===== config.mk =====
export PLATFORM = sky130hd
export DESIGN_NAME = piece_engine
export DESIGN_NICKNAME = d
export VERILOG_FILES = /design/src/rtl/piece_engine.sv
export SDC_FILE = /design/constraint.sdc
export NUM_CORES = 1
export LEC_CHECK = 0
export ABC_AREA = 1
export ABC_CLOCK_PERIOD_IN_PS = 5900
export CAP_MARGIN = 20
export CORE_ASPECT_RATIO = 0.5
export CORE_MARGIN = 8
export CORE_UTILIZATION = 50
export CTS_BUF_LIST = sky130_fd_sc_hd__clkbuf_8
export DETAILED_ROUTE_END_ITERATION = 8
export GPL_TIMING_DRIVEN = 0
export MAX_ROUTING_LAYER = met4
export PLACE_DENSITY = 0.89
export SLEW_MARGIN = 10
export SYNTH_ARGS = -nofsm -noshare
export SYNTH_HDL_FRONTEND = slang
export SYNTH_SLANG_ARGS = --single-unit

===== constraint.sdc =====
create_clock -name clk -period 5.9 [get_ports clk]
set_input_delay 1.77 -clock clk [delete_from_list [all_inputs] [get_ports clk]]
set_output_delay 1.77 -clock clk [all_outputs]
set_load 0.01 [all_outputs]

===== src/rtl/piece_engine.sv =====
// Active-tetromino engine: runs one queued move per transaction and owns pose, next/hold and spawn.
// Build option PIECE_WALL_KICK_EN adds x-1 / x+1 retries to rejected rotations.
package piece_pkg;
  typedef enum logic [3:0] {
    NONE, INIT, WAIT, LEFT, RIGHT, DOWN, DROP, ROTATE, ROTATE_REV, HOLD, BAR
  } state_type;
  typedef enum logic [2:0] {
    S_OFF, S_SPAWN, S_IDLE, S_CHECK, S_LOCK, S_BAR, S_HALT
  } fsm_type;
endpackage

module piece_engine
  import piece_pkg::*;
#(
  parameter logic signed [4:0] SPAWN_X = 5'sd3,
  parameter logic [4:0]        SPAWN_Y = 5'd0,
  parameter int                BOARD_H = 20
) (
  input  logic               clk,
  input  logic               reset_n,
  input  state_type          control,
  output state_type          state,
  input  logic               start,
  input  logic               over,
  input  logic [31:0]        rng,
  output logic signed [4:0]  pos_x,
  output logic [4:0]         pos_y,
  output logic [1:0]         rot,
  output logic [2:0]         kind,
  output logic [2:0]         next_kind,
  output logic [3:0]         hold_kind,
  output logic               chk_req,
  output logic signed [4:0]  chk_x,
  output logic [4:0]         chk_y,
  output logic [1:0]         chk_rot,
  output logic [2:0]         chk_kind,
  input  logic               chk_ack,
  input  logic               chk_hit,
  output logic               lock_req,
  input  logic               lock_ack,
  output logic               bar_req,
  input  logic               bar_ack,
  output logic               top_out,
  output fsm_type            fsm_state
);
  localparam logic [4:0] ROW_LAST = 5'(BOARD_H - 1);

  // Handshakes: each *_req rises from a register and stays high until its *_ack is
  // seen on a clock edge with the req high; the req drops on that edge. Acks seen
  // while the matching req is low are ignored.
  logic signed [4:0] cand_x;
  logic [4:0]        cand_y;
  logic [1:0]        cand_rot;
  logic [2:0]        cand_kind;
  state_type         cmd;
  logic              hold_used;
  logic [2:0]        rng_kind;
  logic              unused_rng;
`ifdef PIECE_WALL_KICK_EN
  logic [1:0]        kick;
`endif

  assign rng_kind   = (rng[2:0] == 3'd7) ? 3'd0 : rng[2:0];
  assign unused_rng = ^rng[31:3];
  assign chk_x      = cand_x;
  assign chk_y      = cand_y;
  assign chk_rot    = cand_rot;
  assign chk_kind   = cand_kind;

  always_ff @(posedge clk) begin
    if (!reset_n) begin
      fsm_state <= S_OFF;
      state     <= NONE;
      pos_x     <= SPAWN_X;
      pos_y     <= SPAWN_Y;
      rot       <= 2'd0;
      kind      <= 3'd0;
      next_kind <= 3'd0;
      hold_kind <= 4'd0;
      hold_used <= 1'b0;
      chk_req   <= 1'b0;
      lock_req  <= 1'b0;
      bar_req   <= 1'b0;
      top_out   <= 1'b0;
      cand_x    <= SPAWN_X;
      cand_y    <= SPAWN_Y;
      cand_rot  <= 2'd0;
      cand_kind <= 3'd0;
      cmd       <= NONE;
`ifdef PIECE_WALL_KICK_EN
      kick      <= 2'd0;
`endif
    end else begin
      top_out <= 1'b0;
      if (over || !start) begin
        fsm_state <= S_OFF;
        state     <= NONE;
        chk_req   <= 1'b0;
        lock_req  <= 1'b0;
        bar_req   <= 1'b0;
      end else begin
        case (fsm_state)
          S_OFF: begin
            fsm_state <= S_SPAWN;
            state     <= INIT;
          end
          S_SPAWN: begin
            kind      <= next_kind;
            next_kind <= rng_kind;
            pos_x     <= SPAWN_X;
            pos_y     <= SPAWN_Y;
            rot       <= 2'd0;
            hold_used <= 1'b0;
            cand_x    <= SPAWN_X;
            cand_y    <= SPAWN_Y;
            cand_rot  <= 2'd0;
            cand_kind <= next_kind;
            cmd       <= INIT;
            fsm_state <= S_CHECK;
          end
          S_IDLE: begin
            cand_x    <= pos_x;
            cand_y    <= pos_y;
            cand_rot  <= rot;
            cand_kind <= kind;
            cmd       <= control;
`ifdef PIECE_WALL_KICK_EN
            kick      <= 2'd0;
`endif
            if (control inside {LEFT, RIGHT, DOWN, DROP, ROTATE, ROTATE_REV} ||
                (control == HOLD && !hold_used)) begin
              fsm_state <= S_CHECK;
              state     <= control;
            end else if (control == BAR) begin
              fsm_state <= S_BAR;
              state     <= BAR;
              bar_req   <= 1'b1;
            end
            case (control)
              LEFT:       cand_x   <= pos_x - 5'sd1;
              RIGHT:      cand_x   <= pos_x + 5'sd1;
              DOWN, DROP: cand_y   <= pos_y + 5'd1;
              ROTATE:     cand_rot <= rot + 2'd1;
              ROTATE_REV: cand_rot <= rot - 2'd1;
              HOLD: begin
                cand_x    <= SPAWN_X;
                cand_y    <= SPAWN_Y;
                cand_rot  <= 2'd0;
                cand_kind <= hold_kind[3] ? hold_kind[2:0] : next_kind;
              end
              default: ;
            endcase
          end
          S_CHECK: begin
            if (!chk_req) begin
              chk_req <= 1'b1;
            end else if (chk_ack) begin
              chk_req <= 1'b0;
              if (!chk_hit) begin
                pos_x <= cand_x;
                pos_y <= cand_y;
                rot   <= cand_rot;
                kind  <= cand_kind;
                if (cmd == HOLD) begin
                  hold_kind <= {1'b1, kind};
                  hold_used <= 1'b1;
                  if (!hold_kind[3]) next_kind <= rng_kind;
                end
                // A drop keeps falling one row per query until the board reports a hit.
                if (cmd == DROP) begin
                  cand_y <= cand_y + 5'd1;
                end else begin
                  fsm_state <= S_IDLE;
                  state     <= WAIT;
                end
              end else begin
                case (cmd)
                  INIT: begin
                    top_out   <= 1'b1;
                    fsm_state <= S_HALT;
                    state     <= NONE;
                  end
                  DOWN, DROP: begin
                    lock_req  <= 1'b1;
                    fsm_state <= S_LOCK;
                  end
                  BAR: begin
                    if (cand_y != 5'd0) begin
                      cand_y <= cand_y - 5'd1;
                    end else begin
                      top_out   <= 1'b1;
                      fsm_state <= S_HALT;
                      state     <= NONE;
                    end
                  end
`ifdef PIECE_WALL_KICK_EN
                  ROTATE, ROTATE_REV: begin
                    if (kick == 2'd0) begin
                      cand_x <= pos_x - 5'sd1;
                      kick   <= 2'd1;
                    end else if (kick == 2'd1) begin
                      cand_x <= pos_x + 5'sd1;
                      kick   <= 2'd2;
                    end else begin
                      fsm_state <= S_IDLE;
                      state     <= WAIT;
                    end
                  end
`endif
                  default: begin
                    fsm_state <= S_IDLE;
                    state     <= WAIT;
                  end
                endcase
              end
            end
          end
          S_LOCK: begin
            if (lock_ack) begin
              lock_req  <= 1'b0;
              fsm_state <= S_SPAWN;
              state     <= INIT;
            end
          end
          S_BAR: begin
            if (bar_ack) begin
              bar_req   <= 1'b0;
              fsm_state <= S_CHECK;
            end
          end
          S_HALT: state <= NONE;
          default: fsm_state <= S_OFF;
        endcase
      end
    end
  end

  // The board reports floor hits, so a settled piece never sits below the last row.
  assert property (@(posedge clk) disable iff (!reset_n) pos_y <= ROW_LAST);
endmodule

# Word-level counts from Yosys, hierarchy flattened
# Index checks and enable logic that the tools add are counted.
dict set report totals {
  ram_bits 0
  mem_bits_ro 0
  inputBits 44
  mem_count 0
  out_inout_bits 48
  latch_bits 0
  wordCells 177
  ff_bits 53
}
dict set report classes {
  reduce_logical 28
  n_div 0
  mux 79
  n_addsub 7
  n_bitwise 7
  n_eq_ne 38
  n_lt_le_gt_ge 0
  mul 0
  shifts 0
}
# operator n
set op_table {}
lappend op_table {{2-to-1 mux 3 bit} 20}
lappend op_table {{2-to-1 mux 5 bit} 12}
lappend op_table {{one-hot mux 5 bit (2 select lines)} 4}
lappend op_table {{2-to-1 mux 4 bit} 8}
lappend op_table {{one-hot mux 5 bit (3 select lines)} 2}
lappend op_table {{== test 4 x 3 -> 1 bit (second input constant)} 6}
lappend op_table {{one-hot mux 3 bit (7 select lines)} 1}
lappend op_table {{== test 4 bit (second input constant)} 5}
lappend op_table {{!= test 2 bit (second input constant)} 10}
lappend op_table {{one-hot mux 4 bit (5 select lines)} 1}
lappend op_table {{!= test 3 bit (second input constant)} 6}
lappend op_table {{one-hot mux 3 bit (2 select lines)} 3}
lappend op_table {{AND reduction 6 bit} 3}
lappend op_table {{AND reduction 8 bit} 2}
lappend op_table {{2-to-1 mux 1 bit} 15}
lappend op_table {{AND reduction 7 bit} 2}
lappend op_table {{== test 3 bit (second input constant)} 4}
lappend op_table {{one-hot mux 4 bit (3 select lines)} 1}
lappend op_table {{adder 5 x 1 -> 5 bit (second input constant)} 2}
lappend op_table {{nonzero test 5 bit} 2}
lappend op_table {{one-hot mux 3 bit (3 select lines)} 1}
lappend op_table {{one-hot mux 1 bit (2 select lines)} 4}
lappend op_table {{one-hot mux 2 bit (2 select lines)} 2}
lappend op_table {{one-hot mux 4 bit (2 select lines)} 1}
lappend op_table {{26 further kinds} 42}

# Depth between registers and ports, before layout
# Gate-level depths: netlist (run 1).
dict set report depth {
  ltp_word 8
  depth_mapped 13
  depth_no_buf 13
}

# Least setup slack after synthesis (run 1)
# No wires, ideal clock.
dict set report synth_timing {
  path_kind {input to register}
  start {in control[1]}
  end {reg cand_x[2] (netlist: chk_x[2])}
  setup_ps 132
  n_path_buf 0
  stages 8
  t_required_ps 5768
  arrival_time_ps 3054
  setup_slack_ps 2714
  path_cell_list {nor2_1 -> nand2_1 -> fa_1 -> or2_2 -> nand3_1 -> o21ai_0 -> nand2_1 -> a21oi_1}
}
dict set report synth_between {
  elab_chain_cells 3
  elab_cells_between_ends 5
  classes_between {eq/ne: 3; mux: 2}
}
# item line_no
set synth_rtl {}
lappend synth_rtl {{start: declaration} 21} ;# input state_type control,
lappend synth_rtl {{== test 4 bit, or another cell as far along} 139} ;# case (control)
lappend synth_rtl {{one-hot mux 5 bit (3 select lines) *} 139}
lappend synth_rtl {{one-hot mux 5 bit (2 select lines) *} 102} ;# case (fsm_state)
lappend synth_rtl {{end signal: assignment} 122} ;# cand_x <= pos_x;
lappend synth_rtl {{end signal: assignment} 140} ;# LEFT: cand_x <= pos_x - 5'sd1;
lappend synth_rtl {{end signal: assignment} 141} ;# RIGHT: cand_x <= pos_x + 5'sd1;
lappend synth_rtl {{end: declaration} 51} ;# logic signed [4:0] cand_x;
# Mark *: on every way between the ends. The rest lies on a longest branch, timed or not.
# A chain may end at the register's enable or synchronous reset.

# Worst setup path after layout (run 1)
dict set report layout_timing {
  start {in control[0]}
  end {reg cand_x[4] (netlist: chk_x[4])}
}
# Same word-level chain as after synthesis.

==> results of run 1 <==
-- flip-flops by register name (all words and copies together), names as in the netlist, 4 cells and up --
register   count
cmd            4
state          4
hold_kind      4
pos_x          5
chk_x          5
pos_y          5
chk_y          5
-- report_power, final --
part	total [mW]	internal, mW	switching (mW)
sequential	0.369	0.363	0.00624
clock	0.257	0.126	0.131
combinational	0.0842	0.0345	0.0497
total	0.710	0.523	0.187
-- worst max-delay path, stage by stage --
cell             delay, ns
clkdlybuf4s50_1       0.52
nor2_1                0.30
nand2_1               0.25
fa_1                  0.44
nand2_1               0.10
a21oi_1               0.08
o21ai_0               0.17
nand3_1               0.09
nand2_1               0.07
nand2_1               0.05
a21oi_1               0.11
-- Yosys cell counts, types with 4 or more instances --
cell type / instances
nor2_4: 6
nor2_1: 35
a21oi_1: 46
a211oi_1: 8
o21ai_0: 26
inv_2: 7
dfxtp_1: 53
buf_6: 4
inv_1: 58
nand2_1: 110
nand3_1: 28
nor2_2: 5
o22ai_1: 4
clkbuf_1: 4
ha_1: 7
a31oi_1: 6
o211ai_1: 9
o21a_1: 4
-- metal layers --
layer	share of wire (%)	vias to the layer above
li1	-	1657
met1	45	1555
met2	45	181
met3	9.1	12
met4	1.1	0
met5	0	-
-- area by class of cell --
| class | count | area, um^2 | share of cell area [%] |
|---|---|---|---|
| tap | 88 | 110 | 2.74 |
| multi-input combinational | 328 | 1780 | 44.3 |
| clock inverter | 2 | 38.8 | 0.965 |
| clock buffer | 5 | 68.8 | 1.71 |
| inverter | 67 | 254 | 6.32 |
| sequential | 53 | 1060 | 26.4 |
| buffer | 12 | 85.1 | 2.12 |
| timing repair buffer | 62 | 621 | 15.4 |
-- cell families (layout without fill, tap and decap cells) --
family / after synthesis / count (layout)
adders and majority gates: 9 / 9
buffers and inverters: 79 / 148
DFF: 53 / 53
xor gates and xnor gates: 5 / 5
and+or+nand+nor: 205 / 205
AOI/OAI and AO/OA: 109 / 109
-- final timing paths --
kind | startpoint | to | slack (ns) | depth (start not counted)
max reg2reg | fsm_state[2]$_SDFFE_PP0P_ | next_kind[1]$_SDFFE_PN0P_ | 4.20 | 7
min reg2reg | state[2]$_SDFFE_PP0P_ | state[2]$_SDFFE_PP0P_ | 0.47 | 2
max | control[0] | chk_x[4]$_SDFFE_PN0P_ | 2.22 | 11
min | state[2]$_SDFFE_PP0P_ | state[2]$_SDFFE_PP0P_ | 0.47 | 2
-- stage by stage --
stage	worst slack, ns	cells	power [mW]
final	2.22	617	0.710
after global placement	1.94	610	0.458
after detailed placement	1.93	610	0.459
after global routing	2.02	617	0.733
after CTS	2.26	617	0.707
after floorplan	2.71	460	0.423
==> out/qor.csv, run 1 <==
stage;metric;value;unit
outcome;status;finished clean;
placement;port_buffers;62;
drt;drt-initial-drc-count;342;
grt;grt.busiest_layer;met2;
grt;grtUsageTotal;20.2;%
timing;fin_skew;0.00869;ns
timing;slew-limit-headroom;62.5;%
grt;grt.overflow.total;0;
layout;mostFrequentLayoutCells;110 x nand2_1, 62 x clkdlybuf4s50_1, 58 x inv_1, 53 x dfxtp_1, 46 x a21oi_1;
timing;finalCritPeriodShare;62.4;%
yosys;yosysTopAreaCell;dfxtp_1;
grt;met1_usage;27.0;%
clocking;post_cts.resized_instances;0;
critical_path;required;6.16;ns
critical_path;critPathArrivalTime;3.94;ns
layout;area_growth;26.4;%
clocking;postCtsHoldBufs;0;
drt;drc;0;
floorplanning;start_util;52.1;%
timing;setup_viol;0;
grt;grtUsageMet3;3.73;%
floorplanning;io-pin-count;92;
drt;viasPerCell;5.52;
yosys;syn_nets;513;
yosys;async_flop_share;0;%
grt;grtUsageMet2;30.9;%
timing;tightest_slew;0.562;ns
layout;postLayoutCoreUtil;65.8;%
floorplanning;die-area;9320;um^2
critical_path;critical_path_class;in -> reg;
yosys;synth_top_area_share;33.4;%
timing;drv_slew;0;
grt;antenna_found_initial;0;
layout;nNetsFinal;582;
timing;fin_hold_ws;0.471;ns
placement;hpwl;6740;um
clocking;clk_latency;0.32;ns
clocking;cts_max_level;2;
clocking;cts_buffer_depth;2;
hold_path;hold_class;reg -> reg;
layout;antenna_cells;0;
floorplanning;rows;20;
placement;gp_congestion;0.914;
timing;period_needed;3.68;ns
yosys;synth_ff_type;dfxtp_1;
power;ir_drop;0.0000966;V
placement;place_area;3910;um^2
yosys;yosys.area_share.simple;30.8;%
yosys;synth_cells;460;
layout;fillCellCount;543;
drt;antenna_left;0;
yosys;ys_warn_count;0;
yosys;yosys-top-cells-area;dfxtp_1 33%, nand2_1 13%, a21oi_1 7.2%;
yosys;yosysSeqAreaShare;33.4;%
timing;fmax;272;MHz
drt;post_drt_wl_per_cell;14.7;um
yosys;synth_top_family_by_area;simple AND/OR/NAND/NOR gates;
timing;fin_setup_tns;0;ns
floorplanning;dieHeight;72.4;um
yosys;synth-xor-area-share;1.38;%
grt;grt_max_degree;17;
clocking;path_clk_slew;0.10;ns
critical_path;cp-end-kind;flop;
yosys;synth_compound_area_share;19.8;%
critical_path;critical_path.max_fanout;7;
yosys;synth_edf_count;0;
layout;stdcell_area;4020;um^2
drt;drtPass1Iterations;7;
drt;vias;3405;
critical_path;startpoint_type;input pin;
yosys;synth_fa_ha_area_share;4.01;%
grt;grt_pass1_wl;15000;um
layout;final_common_cell;nand2_1;
clocking;cts_root_buf;clkbuf_8;
clocking;cts-buffers-inserted;5;
timing;hold_viol;0;
clocking;cts_tree;yes;
yosys;synth_area_per_cell;6.91;um^2
power;p_leak;1.62;nW
floorplanning;core_area;6110;um^2
grt;grt_pass1_vias;3104;
yosys;ys_ff_latch;53;
yosys;yosys.cell_types.count;42;
drt;totalWireLength;9080;um
layout;drive_gt1_share;9.45;%
power;power.density;177;nW/um^2
floorplanning;die_w;129;um
clocking;cts.sinks;53;
timing;rsz0062_at_grt;no;
yosys;synthMuxAreaShare;0;%
yosys;synth_area;3180;um^2
clocking;cts_setup_buffers;0;
flow_run;maxCapViolations;0;
Note: power is estimated with default switching activity, not from simulation.
==> inputs of run 2 (changes only) <==
--- a/config.mk
+++ b/config.mk
@@ -6,16 +6,16 @@
 export NUM_CORES = 1
 export LEC_CHECK = 0
 export ABC_AREA = 1
-export ABC_CLOCK_PERIOD_IN_PS = 5900
+export ABC_CLOCK_PERIOD_IN_PS = 3100
 export CAP_MARGIN = 20
 export CORE_ASPECT_RATIO = 0.5
 export CORE_MARGIN = 8
-export CORE_UTILIZATION = 50
+export CORE_UTILIZATION = 45
 export CTS_BUF_LIST = sky130_fd_sc_hd__clkbuf_8
 export DETAILED_ROUTE_END_ITERATION = 8
 export GPL_TIMING_DRIVEN = 0
 export MAX_ROUTING_LAYER = met4
-export PLACE_DENSITY = 0.89
+export PLACE_DENSITY = 0.84
 export SLEW_MARGIN = 10
 export SYNTH_ARGS = -nofsm -noshare
 export SYNTH_HDL_FRONTEND = slang
==> constraint.sdc (replaced) <==
create_clock -name clk -period 3.1 [get_ports clk]
set_input_delay 0.93 -clock clk [delete_from_list [all_inputs] [get_ports clk]]
set_output_delay 0.93 -clock clk [all_outputs]
set_load 0.01 [all_outputs]
==> run 2 against run 1 <==
Compared with the run above: hold slack better by 0.0035 ns; largest cell class unchanged; routed wire length up 3.9%; total power up 93%; first-iteration DRC count down 6.4%; sequential share of layout area down 0.13 points; count of clock-buffer cells in the layout up 1; highest routed layer unchanged; critical path depth up 1; clock skew up 0.0049 ns; combinational power up 92%; final area up 0.50%.
==> out/qor.csv, run 2 (same netlist as run 1, synthesis figures left out) <==
stage;metric;value;unit
clocking;cts-buffers-inserted;5;
timing;drv_slew;0;
timing;slew-limit-headroom;61.5;%
layout;nNetsFinal;582;
floorplanning;dieHeight;75.4;um
critical_path;critical_path_class;in -> reg;
placement;gp_congestion;0.907;
critical_path;cp-end-kind;flop;
floorplanning;io-pin-count;92;
placement;place_inst;614;
critical_path;required;3.35;ns
drt;totalWireLength;9440;um
critical_path;slowest_stage;clkdlybuf4s50_1;
clocking;cts_tree;yes;
flow_run;maxCapViolations;0;
critical_path;critical_path.top_delay_family;simple AND/OR/NAND/NOR gates;
timing;rsz0062_at_grt;no;
power;power.density;339;nW/um^2
power;ir_drop;0.000222;V
drt;post_drt_wl_per_cell;15.2;um
critical_path;critical_path.max_fanout;7;
floorplanning;die-area;10200;um^2
placement;hpwl;7010;um
layout;final_common_cell;nand2_1;
clocking;cts_root_buf;clkbuf_8;
timing;tightest_slew;0.577;ns
clocking;cts.sinks;53;
layout;antenna_cells;0;
layout;area_growth;27.0;%
critical_path;crit_buf_inv;2;
layout;seqCellArea;1060;um^2
clocking;cts_setup_buffers;0;
timing;fin_skew;0.0136;ns
drt;vias;3438;
clocking;cts_max_level;2;
outcome;status;finished clean;
layout;drive_gt1_share;9.81;%
layout;mostFrequentLayoutCells;110 x nand2_1, 62 x clkdlybuf4s50_1, 58 x inv_1, 53 x dfxtp_1, 46 x a21oi_1;
timing;period_needed;2.81;ns
grt;grt.overflow.total;0;
floorplanning;start_util;47.1;%
layout;stdcell_area;4040;um^2
drt;viasPerCell;5.53;
timing;hold_viol;0;
grt;grt_pass1_wl;15200;um
layout;multi_input_area;1780;um^2
grt;grt_pass1_vias;3197;
grt;antenna_found_initial;0;
layout;fillCellCount;601;
timing;setup_viol;0;
clocking;cts_buffer_depth;2;
clocking;path_clk_slew;0.10;ns
critical_path;path_cells;clkdlybuf4s50_1, inv_2, nor2_4, nand2_1, fa_1, nand2_1, a21oi_1, o21ai_0, nand3_1, nand2_1, nand2_1, a21oi_1;
drt;antenna_left;0;
floorplanning;die_w;135;um
grt;grtUsageTotal;19.0;%
placement;place_area;3920;um^2
layout;fin_cells;622;
critical_path;startpoint_type;input pin;
critical_path;max_stage_delay;0.58;ns
timing;fmax;356;MHz
timing;finalCritPeriodShare;90.5;%
drt;drc;0;
drt;drt-initial-drc-count;320;
power;totalPowerFinal;1.37;mW
critical_path;path_common_cell;nand2_1;
drt;drtPass1Iterations;5;
hold_path;hold_class;reg -> reg;
placement;port_buffers;62;
floorplanning;core_area;6750;um^2
grt;grt_max_degree;17;
clocking;clk_latency;0.32;ns
clocking;post_cts.resized_instances;0;
clocking;postCtsHoldBufs;0;
critical_path;critPathArrivalTime;3.06;ns
floorplanning;rows;21;
power;p_leak;1.62;nW
## run 2: worst paths after layout
path	slack (ns)	from	end	cells past startpoint
setup reg to reg	1.40	chk_y[0]$_SDFFE_PN0P_	chk_y[4]$_SDFFE_PN0P_	8
hold reg to reg	0.47	state[2]$_SDFFE_PP0P_	state[2]$_SDFFE_PP0P_	2
hold / removal	0.47	state[2]$_SDFFE_PP0P_	state[2]$_SDFFE_PP0P_	2
setup / recovery	0.29	control[2]	chk_x[4]$_SDFFE_PN0P_	12
## run 2: cell type report
| class | count | area share (%) |
|---|---|---|
| flip-flops and latches | 53 | 26.3 |
| multi-input cells | 328 | 44.1 |
| inverters | 67 | 6.29 |
| plain buffers | 12 | 2.11 |
| clock buffers | 6 | 2.04 |
| clock inverters | 2 | 0.929 |
| well taps | 92 | 2.85 |
| repair buffers | 62 | 15.4 |
## run 2: layer usage
layer / wire length, um / global-route usage (%) / vias to the layer above
li1: - / - / 1652
met1: 4110 / 23.7 / 1606
met2: 4360 / 31.2 / 158
met3: 798 / 3.29 / 22
met4: 169 / 6.04 / 0
met5: 0 / - / -
## run 2: report_power, final
part           internal [mW]  switching (mW)  leakage, nW
logic                 0.0661          0.0961         1.13
clock network          0.263           0.242       0.0574
registers              0.690          0.0119        0.428
## run 2: tightest hold or removal path, cell delays in order (launching register included)
cell and delay (ns):
dfxtp_1 0.32, nand2_1 0.06, a21oi_1 0.05
## run 2: stage by stage
step	utilization (%)	hold slack [ns]	setup TNS, ns	setup WS [ns]
2_1_floorplan	-	0.440	0	0.754
3_3_place_gp	58.0	0.452	-0.0263	-0.0263
3_5_place_dp	58.0	0.464	-0.0959	-0.0528
4_1_cts	59.8	0.477	0	0.270
5_1_grt	59.8	0.492	0	0.0838
6_report	59.8	0.474	0	0.293
